`config.mk`:
```
export PLATFORM = sky130hd
export DESIGN_NAME = int_arbiter
export DESIGN_NICKNAME = d
export VERILOG_FILES = /design/src/rtl/int_arbiter_pkg.sv /design/src/rtl/int_prio_sel.sv /design/src/rtl/int_arbiter.sv
export SDC_FILE = /design/constraint.sdc
export NUM_CORES = 1
export LEC_CHECK = 0
export BUFFER_PORTS_ARGS = -buffer_cell sky130_fd_sc_hd__buf_4
export CELL_PAD_IN_SITES_DETAIL_PLACEMENT = 0
export CELL_PAD_IN_SITES_GLOBAL_PLACEMENT = 2
export CORE_MARGIN = 10
export CORE_UTILIZATION = 33
export DETAILED_ROUTE_END_ITERATION = 7
export PLACE_DENSITY_LB_ADDON = 0.3
export SYNTH_ARGS = -nofsm -noshare
export SYNTH_HDL_FRONTEND = slang
export SYNTH_HIERARCHICAL = 1
export SYNTH_SLANG_ARGS = --single-unit
export TNS_END_PERCENT = 100
```
`constraint.sdc`:
```
create_clock -name clk -period 9.92 [get_ports clk]
set_clock_uncertainty 0.2 [all_clocks]
set_input_delay 0.992 -clock clk [delete_from_list [all_inputs] [get_ports clk]]
set_output_delay 0.992 -clock clk [all_outputs]
set_load 0.02 [all_outputs]
```
`src/rtl/int_arbiter_pkg.sv`:
```
// Shared definitions for the peripheral interrupt arbiter: FSM state
// encodings, configuration register addresses and default widths.
package int_arbiter_pkg;

    localparam int DEF_INT_CODE_WIDTH = 4;
    localparam int DEF_XLEN           = 32;

    typedef enum logic [1:0] {
        IRQ_IDLE    = 2'd0,
        IRQ_PRESENT = 2'd1,
        IRQ_SERVICE = 2'd2
    } irq_state_e;

    localparam logic [1:0] IRQ_CFG_EN   = 2'd0;
    localparam logic [1:0] IRQ_CFG_PEND = 2'd1;
    localparam logic [1:0] IRQ_CFG_STAT = 2'd2;
    localparam logic [1:0] IRQ_CFG_MODE = 2'd3;

    // Width of an index into a vector of n entries (at least one bit).
    function automatic int idx_width(input int n);
        return (n > 1) ? $clog2(n) : 1;
    endfunction

endpackage

```
`src/rtl/int_prio_sel.sv`:
```
// Combinational request picker. In fixed mode the lowest set index wins; in
// round-robin mode the search starts at rr_ptr and wraps past the top entry.
// Shared between the peripheral and software interrupt paths.
module int_prio_sel
    import int_arbiter_pkg::*;
#(
    parameter int NUM_REQ = 8,
    parameter int IDX_W   = idx_width(NUM_REQ)
) (
    input  logic [NUM_REQ-1:0] req,
    input  logic [IDX_W-1:0]   rr_ptr,
    input  logic               mode,
    output logic               valid,
    output logic [IDX_W-1:0]   index
);

    // Scan from the farthest search position down to the nearest so the
    // last hit written is the first one in search order.
    always_comb begin
        int         pos;
        logic [IDX_W-1:0] pos_idx;
        valid   = |req;
        index   = '0;
        pos     = 0;
        pos_idx = '0;
        for (int k = NUM_REQ - 1; k >= 0; k--) begin
            pos = mode ? (int'(rr_ptr) + k) : k;
            if (pos >= NUM_REQ) begin
                pos = pos - NUM_REQ;
            end
            pos_idx = IDX_W'(pos);
            if (req[pos_idx]) begin
                index = pos_idx;
            end
        end
    end

endmodule

```
`src/rtl/int_arbiter.sv`:
```
// Peripheral interrupt arbiter: captures rising edges on the source lines,
// masks them, picks one winner and walks it through claim and complete.
// Only one peripheral interrupt is outstanding at any time.
module int_arbiter
    import int_arbiter_pkg::*;
#(
    parameter int NUM_SRC        = 8,
    parameter int INT_CODE_WIDTH = DEF_INT_CODE_WIDTH,
    parameter int XLEN           = DEF_XLEN
) (
    input  logic                      clk,
    input  logic                      rst_n,
    input  logic [NUM_SRC-1:0]        src_irq,
    input  logic                      claim,
    input  logic                      complete,
    input  logic                      cfg_we,
    input  logic [1:0]                cfg_addr,
    input  logic [XLEN-1:0]           cfg_wdata,
    output logic [XLEN-1:0]           cfg_rdata,
    output logic [INT_CODE_WIDTH-1:0] int_code,
    output logic                      busy
);

    localparam int IDX_W = idx_width(NUM_SRC);

    logic [NUM_SRC-1:0]        irq_prev_q, irq_prev_d;
    logic [NUM_SRC-1:0]        pending_q, pending_d;
    logic [NUM_SRC-1:0]        enable_q, enable_d;
    logic                      mode_q, mode_d;
    logic [IDX_W-1:0]          rr_ptr_q, rr_ptr_d;
    logic [IDX_W-1:0]          winner_q, winner_d;
    irq_state_e                state_q, state_d;
    logic [INT_CODE_WIDTH-1:0] int_code_q, int_code_d;

    logic [NUM_SRC-1:0]        rise;
    logic [NUM_SRC-1:0]        w1c;
    logic [NUM_SRC-1:0]        claim_clr;
    logic [NUM_SRC-1:0]        cand;
    logic [NUM_SRC-1:0]        cand_next;
    logic                      sel_valid;
    logic [IDX_W-1:0]          sel_index;
    logic                      unused_wdata;

    assign unused_wdata = ^cfg_wdata[XLEN-1:NUM_SRC];

    // Edge detection and pending bookkeeping; a new edge beats any clear.
    always_comb begin
        irq_prev_d = src_irq;
        rise       = src_irq & ~irq_prev_q;
        w1c        = '0;
        if (cfg_we && (cfg_addr == IRQ_CFG_PEND)) begin
            w1c = cfg_wdata[NUM_SRC-1:0];
        end
        pending_d  = (pending_q & ~w1c & ~claim_clr) | rise;
    end

    // Enable and mode registers written through the config port.
    always_comb begin
        enable_d = enable_q;
        mode_d   = mode_q;
        if (cfg_we) begin
            case (cfg_addr)
                IRQ_CFG_EN:   enable_d = cfg_wdata[NUM_SRC-1:0];
                IRQ_CFG_MODE: mode_d   = cfg_wdata[0];
                default:      ;
            endcase
        end
    end

    // Candidates seen by the picker, plus the view after this cycle's
    // config write so a presented winner is withdrawn without delay.
    always_comb begin
        cand      = pending_q & enable_q;
        cand_next = enable_d & ((pending_q & ~w1c) | rise);
    end

    int_prio_sel #(
        .NUM_REQ (NUM_SRC),
        .IDX_W   (IDX_W)
    ) u_sel (
        .req    (cand),
        .rr_ptr (rr_ptr_q),
        .mode   (mode_q),
        .valid  (sel_valid),
        .index  (sel_index)
    );

    // Interrupt sequencing: pick in IDLE, hold the code in PRESENT, wait for
    // the handler in SERVICE. A claim wins over a simultaneous loss.
    always_comb begin
        state_d    = state_q;
        winner_d   = winner_q;
        rr_ptr_d   = rr_ptr_q;
        int_code_d = int_code_q;
        claim_clr  = '0;
        case (state_q)
            IRQ_IDLE: begin
                int_code_d = '0;
                if (sel_valid) begin
                    winner_d   = sel_index;
                    state_d    = IRQ_PRESENT;
                    int_code_d = INT_CODE_WIDTH'(sel_index) + INT_CODE_WIDTH'(1);
                end
            end
            IRQ_PRESENT: begin
                if (claim) begin
                    claim_clr  = NUM_SRC'(1) << winner_q;
                    state_d    = IRQ_SERVICE;
                    int_code_d = '0;
                end else if (!cand_next[winner_q]) begin
                    state_d    = IRQ_IDLE;
                    int_code_d = '0;
                end
            end
            IRQ_SERVICE: begin
                int_code_d = '0;
                if (complete) begin
                    state_d  = IRQ_IDLE;
                    rr_ptr_d = (winner_q == IDX_W'(NUM_SRC - 1)) ? '0
                                                                 : winner_q + IDX_W'(1);
                end
            end
            default: begin
                state_d    = IRQ_IDLE;
                int_code_d = '0;
            end
        endcase
    end

    // State registers; reset samples the source lines so a line already
    // high when reset releases is not mistaken for a fresh edge.
    always_ff @(posedge clk) begin
        if (!rst_n) begin
            irq_prev_q <= src_irq;
            pending_q  <= '0;
            enable_q   <= '0;
            mode_q     <= 1'b0;
            rr_ptr_q   <= '0;
            winner_q   <= '0;
            state_q    <= IRQ_IDLE;
            int_code_q <= '0;
        end else begin
            irq_prev_q <= irq_prev_d;
            pending_q  <= pending_d;
            enable_q   <= enable_d;
            mode_q     <= mode_d;
            rr_ptr_q   <= rr_ptr_d;
            winner_q   <= winner_d;
            state_q    <= state_d;
            int_code_q <= int_code_d;
        end
    end

    assign int_code = int_code_q;
    assign busy     = (state_q == IRQ_SERVICE);

    // Config read mux; unused bits read as zero.
    always_comb begin
        cfg_rdata = '0;
        case (cfg_addr)
            IRQ_CFG_EN:   cfg_rdata[NUM_SRC-1:0] = enable_q;
            IRQ_CFG_PEND: cfg_rdata[NUM_SRC-1:0] = pending_q;
            IRQ_CFG_STAT: cfg_rdata[IDX_W+2:0]   = {busy, state_q, winner_q};
            IRQ_CFG_MODE: cfg_rdata[0]           = mode_q;
            default:      cfg_rdata              = '0;
        endcase
    end

endmodule

```
# Word-level counts from Yosys, hierarchy flattened
# Index checks and enable logic that the tools add are counted.
# word_totals
output_inout_bits	37
word_cells	130
input_bits	47
reg_bits	37
# op_classes
n_reduce_logical	8
eq_ne	9
bitwise_logic	10
addsub	17
n_lt_le_gt_ge	17
shifts	1
n_mux	60
# ops
operator	n
$ge A32 B5 Y1 const B	8
$mux W3	18
$and A8 B8 Y8	5
$mux W4	10
$mux W8	5
$lt A3 B4 Y1 const B	9
$bmux W1 S3	9
$not A8 Y8	3
$sub A3 B1 Y3 const B	8
$add A3 B3 Y4 const B	4
$or A8 B8 Y8	2
$pmux W5 S3	1
$mux W1	9
$add A3 B1 Y4 const B	2
$add A3 B2 Y4 const B	2
$mux W2	4
$pmux W4 S2	1
$reduce_or A8 Y1	1
$shl A1 B3 Y8 const A	1
$eq A2 B2 Y1 const B	3
$pmux W2 S3	1
$reduce_and A2 Y1	3
$eq A2 B1 Y1 const B	2
$logic_not A2 Y1	2
8 further kinds	9

# Logic depth before layout (Yosys ltp)
# Gate-level depths: netlist of the first run.
# depth
ltp_word	17
ltp_mapped	17
depth_no_buf	14

# Modules after synthesis
# The synthesis of the first run kept the hierarchy.
# modules_own_cells
mod	area_per_inst_um2	instances	seq_area_each_um2	cells_per_inst
int_arbiter	2088.3	1	740.7	237
int_prio_sel	1167.4	1	0.0	162

# Least setup slack after synthesis of the first run
# OpenSTA, ideal clock, no wires.
# synth_path
path_kind	register -> register
startpoint	reg rr_ptr_q[1]
endpoint	reg int_code_q[1] (netlist: int_code[1])
stages_incl_launch_ff	17
t_arrival_ns	3.553
slack_ns	6.045
setup_ns	0.122
n_path_buf	3
t_required_ns	9.598
synth_period_minus_slack_ns	3.875
path_cell_list	dfxtp_1 buf_2 clkbuf_1 inv_1 ha_1 nand2_2 buf_6 mux2i_1 mux2_2 a221oi_4 nor2_1 o211a_1 or4_1 ha_1 and3_1 o21ai_0 a21oi_1
# synth_via
elab_chain_len	17
elab_cells_between_ends	66
cone_classes	add/sub (16); order compare (8); mux (42)
# synth_rtl
item	line	source
start, declared	int_arbiter.sv:30	logic [IDX_W-1:0] rr_ptr_q, rr_ptr_d;
start signal, assigned	int_arbiter.sv:147	rr_ptr_q <= rr_ptr_d;
$add A3 B3 Y4	int_prio_sel.sv:27	pos = mode ? (int'(rr_ptr) + k) : k;
$mux W4	int_prio_sel.sv:27	
$ge A32 B5 Y1 / $sub A3 B1 Y3 (equally long branches)	int_prio_sel.sv:28, int_prio_sel.sv:29	
$mux W3	int_prio_sel.sv:28	if (pos >= NUM_REQ) begin
$bmux W1 S3	int_prio_sel.sv:32	if (req[pos_idx]) begin
$mux W1 (implied by the code)	int_prio_sel.sv:32	
$mux W3 (7 in a row)	int_prio_sel.sv:32	
$mux W3 *	int_prio_sel.sv:32	
via sel_index[0]	int_arbiter.sv:41	logic [IDX_W-1:0] sel_index;
$add A3 B1 Y4 *	int_arbiter.sv:102	int_code_d = INT_CODE_WIDTH'(sel_index) + INT_CODE_WIDTH'(1);
$mux W4 *	int_arbiter.sv:99	if (sel_valid) begin
$pmux W4 S2 *	int_arbiter.sv:96	case (state_q)
end signal, assigned	int_arbiter.sv:150	int_code_q <= int_code_d;
end, declared	int_arbiter.sv:33	logic [INT_CODE_WIDTH-1:0] int_code_q, int_code_d;
# The timed path passes the listed nets; every way through them passes the cells marked *. The select of a mux whose other input is x is not followed.
# A chain may end at the register's enable or synchronous reset.

# Worst setup path in the final report of the first run
# layout_path
startpoint	reg rr_ptr_q[0]
endpoint	reg int_code_q[1] (netlist: int_code[1])
# The elaborated chain is that of the path after synthesis.

==> metrics.txt, run 1 <==
Starting Density 0.336; grt ovf 0; startpoint types flip-flop; H-Tree Level Count 2; status completed; Worst Max-Slew Pin Slew 950 ps; final hold violations 0; CP cell instances inv_1, ha_1, nand2_2, mux2i_1, mux2_2, a221oi_4, nor2_1, o211a_1, or4_1, ha_1, and3_1, o21ai_0, a21oi_1; via count 2877; top cell type's share of synthesized area 0.228; reg2reg start rr_ptr_q[0]; fraction of layout cells with a size suffix above 1 0.156; cell area after synthesis 3260 um^2; Worst Hold Path EP pending_q[6]; clk_lat worst skew 300 ps; worst ir drop on vdd 0.0862 mV; CTS resizes 0; final setup TNS 0 ps; total power draw 355 uW; Req. time, crit path 9900 ps; clock root buffer clkbuf_8; Synth Instances 399; n_diodes 0; setup repair after global routing missed its margin false; CP max FO 21; Pre-antenna DRT Iters 6; P_leak 1.44 nW; Final #Nets 471; slowest CP cell dfxtp_1; final WL 9.52 mm; CTS clk-pin slew, worst paths 80 ps; period utilization 0.482; Yosys top cell by area dfxtp_1; Detailed Place HPWL 7.10 mm; die outline area 14200 um^2; CP Data Arrival Time 4760 ps; R2R setup slack 5140 ps; critical path class reg -> reg; largest net degree at the start of global routing 30; initial antenna violation count 0; wire length per cell 17.3 um; register area 741 um^2; Crit path top cell by count ha_1; fmax 209 MHz; hold_buf cts 0; Tmin final 4780 ps; reg2reg path depth 13; violation count after the first detailed-routing iteration 163; via density per instance 5.24; gpl congestion 0.855; I/O Buffers 35; area of the multi-input gates 2250 um^2; r2r endpoint int_code[1]; hold path startpoint irq_prev_q[6]; met1 Track Usage GR 0.165; post-synthesis average cell area 8.16 um^2; synth warn 6; CTS Buffer Depth 2; Util after Layout 0.368; CTS buffer count 5; drc violations 0; synthesis-to-finish area growth 9.42%; top post-synthesis cells by area dfxtp_1 (23%), mux2i_1 (10%), buf_4 (5.8%); Post-synth top cells dfxtp_1 (37), nand2_1 (37), mux2i_1 (34); async set-reset flop share out of synthesis 0; chip height 119 um; total of max-cap violations 0; Core Box Area 9680 um^2; hold depth 2; Crit. End Element flip-flop; Slew HR 0.366; GRT Total Usage 0.129; max incr delay on CP 830 ps; register area share after synthesis 0.228; Synth Flop Type dfxtp_1; first-pass GRT wire length 15.3 mm; CTS tree built; Die W 119 um; vias in the first global route 2920; Rows 36; Synth Register Bits 37; met3 GRT Util 0.0198; Max Transition Viols Final 0; Post-synth EDFFs 0; CTS sink cnt 37; Antenna Violating Nets Remaining 0; Final setup viols 0; global-route met2 utilization 0.220; fill count 1041; Top Ports 84; busiest grt layer met2; Post-CTS Setup Bufs 0; worst hold path type reg -> reg; pwr/cell area 99.6 nW/um^2; post-synth cell types 65
[critical path, delay by kind of cell (launching register included)]
kind | cells | cell delay [ps]
AND/OR/NAND/NOR | 4 | 1140
adder cells (fa/ha/maj) | 2 | 950
flip-flops | 1 | 830
AO/OA/AOI/OAI | 4 | 730
multiplexers | 2 | 570
buffers and inverters | 1 | 210
[cells by family after synthesis]
group,Yosys count,share of synthesized area
xor gates and xnor gates,3,0.00807
muxes,46,0.160
other,1,0.00115
AOI/OAI and AO/OA,98,0.212
buffers and inverters,55,0.107
adders and majority gates,9,0.0346
and+or+nand+nor,150,0.250
DFF,37,0.228
[through the flow]
step                      hold slack, ps  setup WS (ps)  area [um^2]  std cells
after floorplan                      257           6050         3340        422
after global placement               322           5200         3450        541
after detailed placement             323           5150         3450        541
after CTS                            334           5140         3560        549
after global routing                 371           4800         3560        549
final                                330           5140         3560        549
[metal layers]
layer	up-vias	wire length, um
met2	78	4680
met5	-	0
met1	1371	4330
met4	0	87
met3	6	428
li1	1422	-
[sequential cells by signal, summed over array words and instances, names as in the netlist]
name / cells
rr_ptr_q: 3
pending_q: 8
winner_q: 3
state_q: 2
int_code: 4
irq_prev_q: 8
mode_q: 1
enable_q: 8
[cell type report]
cell class / count / share of cell area
multi-input cells: 330 / 0.633
flip-flops and latches: 37 / 0.208
repair buffers: 35 / 0.0738
well taps: 133 / 0.0467
clock buffers: 7 / 0.0242
clock inverters: 1 / 0.00843
inverters: 6 / 0.00632
[worst max-delay path by stage]
stage,end,start,depth (start not counted),slack [ps]
4_1_cts,int_code[1],rr_ptr_q[0],13,5140
3_3_place_gp,int_code[1],rr_ptr_q[0],13,5200
6_report,int_code[1],rr_ptr_q[0],13,5140
5_1_grt,int_code[2],rr_ptr_q[0],14,4800
3_5_place_dp,int_code[1],rr_ptr_q[0],13,5150
2_1_floorplan,int_code[1],rr_ptr_q[1],16,6050
[layout by cell type (no fill, tap or decap), types with 4 or more instances in the layout]
master and n:
nor3_1 4, a21oi_1 22, mux2i_1 34, o21a_1 5, ha_1 9, conb_1 24
buf_4 35, o21ai_0 22, nand2b_1 10, nor4_1 5, nand2_1 37, dfxtp_1 37
nor2_1 29, mux4_2 4, a21boi_0 9, a2111oi_0 4, inv_1 6, nand3_1 8
clkbuf_8 6, and2_1 13, mux2_2 6, nor2b_1 18
[power by group]
part	switching [mW]	total, mW	leakage, nW	internal [mW]
registers	0.00534	0.160	0.304	0.154
logic	0.0351	0.0578	1.08	0.0227
clock network	0.0554	0.137	0.0585	0.0820
(Power assumes the default switching activity.)
==> run 2: changes to the inputs <==
--- a/config.mk
+++ b/config.mk
@@ -9,7 +9,7 @@
 export CELL_PAD_IN_SITES_DETAIL_PLACEMENT = 0
 export CELL_PAD_IN_SITES_GLOBAL_PLACEMENT = 2
 export CORE_MARGIN = 10
-export CORE_UTILIZATION = 33
+export CORE_UTILIZATION = 28
 export DETAILED_ROUTE_END_ITERATION = 7
 export PLACE_DENSITY_LB_ADDON = 0.3
 export SYNTH_ARGS = -nofsm -noshare
==> constraint.sdc (replaced) <==
create_clock -name clk -period 4.4 [get_ports clk]
set_clock_uncertainty 0.2 [all_clocks]
set_input_delay 0.44 -clock clk [delete_from_list [all_inputs] [get_ports clk]]
set_output_delay 0.44 -clock clk [all_outputs]
set_load 0.02 [all_outputs]
==> run 2 against run 1 <==
Sequential share of layout area down 0.70 points; via count increased by 0.59%; sequential power up 120%; critical path depth did not move; power up 140%; highest routed layer unchanged; first-iteration DRC count up 40%; core utilization shrank 4.5 points; register-to-register slack worse by 4600 ps; flip-flop and latch count unchanged; hold slack lost 270 ps; count of clock-buffer cells in the layout fell by 1.
==> metrics.txt, run 2 (synthesized netlist as in run 1, its figures left out) <==
via density per instance 5.09 (-2.9%); Design Area, Final 3690 um^2 (+3.5%); CTS Buffer Depth 2 (unchanged); wire length per cell 17.4 um (+0.23%); total of max-cap violations 0 (unchanged); largest net degree at the start of global routing 30 (unchanged); Starting Density 0.285 (-0.0511); worst hold path type in -> reg; die outline area 16300 um^2 (+15%); via count 2894 (+0.59%); critical path class reg -> reg; crit path buf inv count 1 (unchanged); hold path startpoint src_irq[1]; placed cell area 3530 um^2 (+2.5%); most frequent cells in the layout buf_4 (45), nand2_1 (37), dfxtp_1 (37); register area 741 um^2 (unchanged); H-Tree Level Count 2 (unchanged); drc violations 0 (unchanged); Setup crit start rr_ptr_q[0]; Die W 128 um (+7.1%); final setup TNS 0 ps (unchanged); vias in the first global route 2933 (+0.45%); Final #Nets 481 (+2.1%); Max Transition Viols Final 0 (unchanged); CTS clk-pin slew, worst paths 60 ps (-20 ps); Antenna Violating Nets Remaining 0 (unchanged); Slew HR 0.539 (+0.173); final hold violations 0 (unchanged); fraction of layout cells with a size suffix above 1 0.178 (+0.0222); violation count after the first detailed-routing iteration 228 (+40%); worst ir drop on vdd 0.216 mV (+150%); commonest non-fill, non-tap cell in the layout buf_4; slowest CP cell or4_1; final WL 9.89 mm (+3.9%); CP Data Arrival Time 3850 ps (-910 ps); reg2reg start rr_ptr_q[0]; area of the multi-input gates 2250 um^2 (unchanged); synthesis-to-finish area growth 13.2%; startpoint types flip-flop; Top Registers enable_q: 8 flops, irq_prev_q: 8 flops, pending_q: 8 flops; hold_buf cts 0 (unchanged); n_diodes 0 (unchanged); gpl congestion 0.843 (-1.5%); CTS tree built; P_leak 1.51 nW (+4.7%); CTS resizes 0 (unchanged); Detailed Place HPWL 7.57 mm (+6.7%); clock root buffer clkbuf_16; Tmin final 3890 ps (-895 ps); initial antenna violation count 0 (unchanged); CP cell instances inv_1, ha_1, nand2_2, mux2i_1, mux2_2, a221oi_4, nor2_1, o211a_1, or4_1, ha_1, and3_1, o21ai_0, a21oi_1; max incr delay on CP 640 ps (-190 ps); status completed; pwr/cell area 232 nW/um^2 (+130%); grt ovf 0 (unchanged); Crit. End Element flip-flop; clk_lat worst skew 280 ps (-20 ps); Top Ports 84 (unchanged); total power draw 856 uW (+140%); chip height 128 um (+7.1%); Final setup viols 0 (unchanged); Req. time, crit path 4360 ps (-5540 ps); Rows 39 (+8.3%); fill count 1248 (+20%); GRT Total Usage 0.119 (-0.0103); CTS buffer count 5 (unchanged); CP max FO 10 (-52%); CTS sink cnt 37 (unchanged); Post-CTS Setup Bufs 0 (unchanged); Crit path top cell by count ha_1; Core Box Area 11400 um^2 (+18%); Worst Max-Slew Pin Slew 690 ps (-260 ps); Pre-antenna DRT Iters 4 (-2); setup repair after global routing missed its margin false; final hold slack 63.3 ps (-267 ps); I/O Buffers 35 (unchanged); period utilization 0.884 (+0.401); fmax 257 MHz (+23%); CP delay by family, top simple AND/OR/NAND/NOR gates; first-pass GRT wire length 15.9 mm (+4.3%)
==> run 2: changes by cell type in the layout (fill, tap and decap cells not counted), sizes merged <==
cell	delta
buf	+10
bufinv	-1
clkbuf	-1
clkinv	+2
==> run 2: worst paths after layout <==
| path | end | slack (ps) | cells after the start |
|---|---|---|---|
| max | int_code[1] | 510 | 13 |
| min | irq_prev_q[1] | 60 | 1 |
| max reg2reg | int_code[1] | 510 | 13 |
| min reg2reg | pending_q[6] | 330 | 2 |
==> run 2: metal layers <==
metal	wire [um]	track usage
met1	4650	0.153
met2	4680	0.196
met3	440	0.0215
met4	132	0.0364
met5	0	0
==> run 2: worst register-to-register path: stages (launching register included) <==
cell and delay [ps]:
dfxtp_1 330, inv_1 90, ha_1 510, nand2_2 160
mux2i_1 190, mux2_2 330, a221oi_4 330, nor2_1 90
o211a_1 200, or4_1 640, ha_1 340, and3_1 150
o21ai_0 150, a21oi_1 60
==> run 2: report_power, final <==
part | switching [mW] | internal [mW] | total (mW)
clock network | 0.137 | 0.225 | 0.362
registers | 0.00904 | 0.349 | 0.358
logic | 0.0843 | 0.0524 | 0.137
==> run 2: final cells by class <==
type,count,share of cell area
timing repair buffer,45,0.0916
clock buffer,6,0.0377
sequential,37,0.201
clock inverter,2,0.00373
inverter,6,0.00611
tap,143,0.0485
multi-input combinational,330,0.611
==> run 2: through the flow <==
step | setup WS [ps] | util | instances
floorplan | 525 | - | 422
global placement | 583 | 0.309 | 561
detailed placement | 567 | 0.309 | 561
CTS | 541 | 0.323 | 569
global route | 253 | 0.323 | 569
finish | 512 | 0.323 | 569
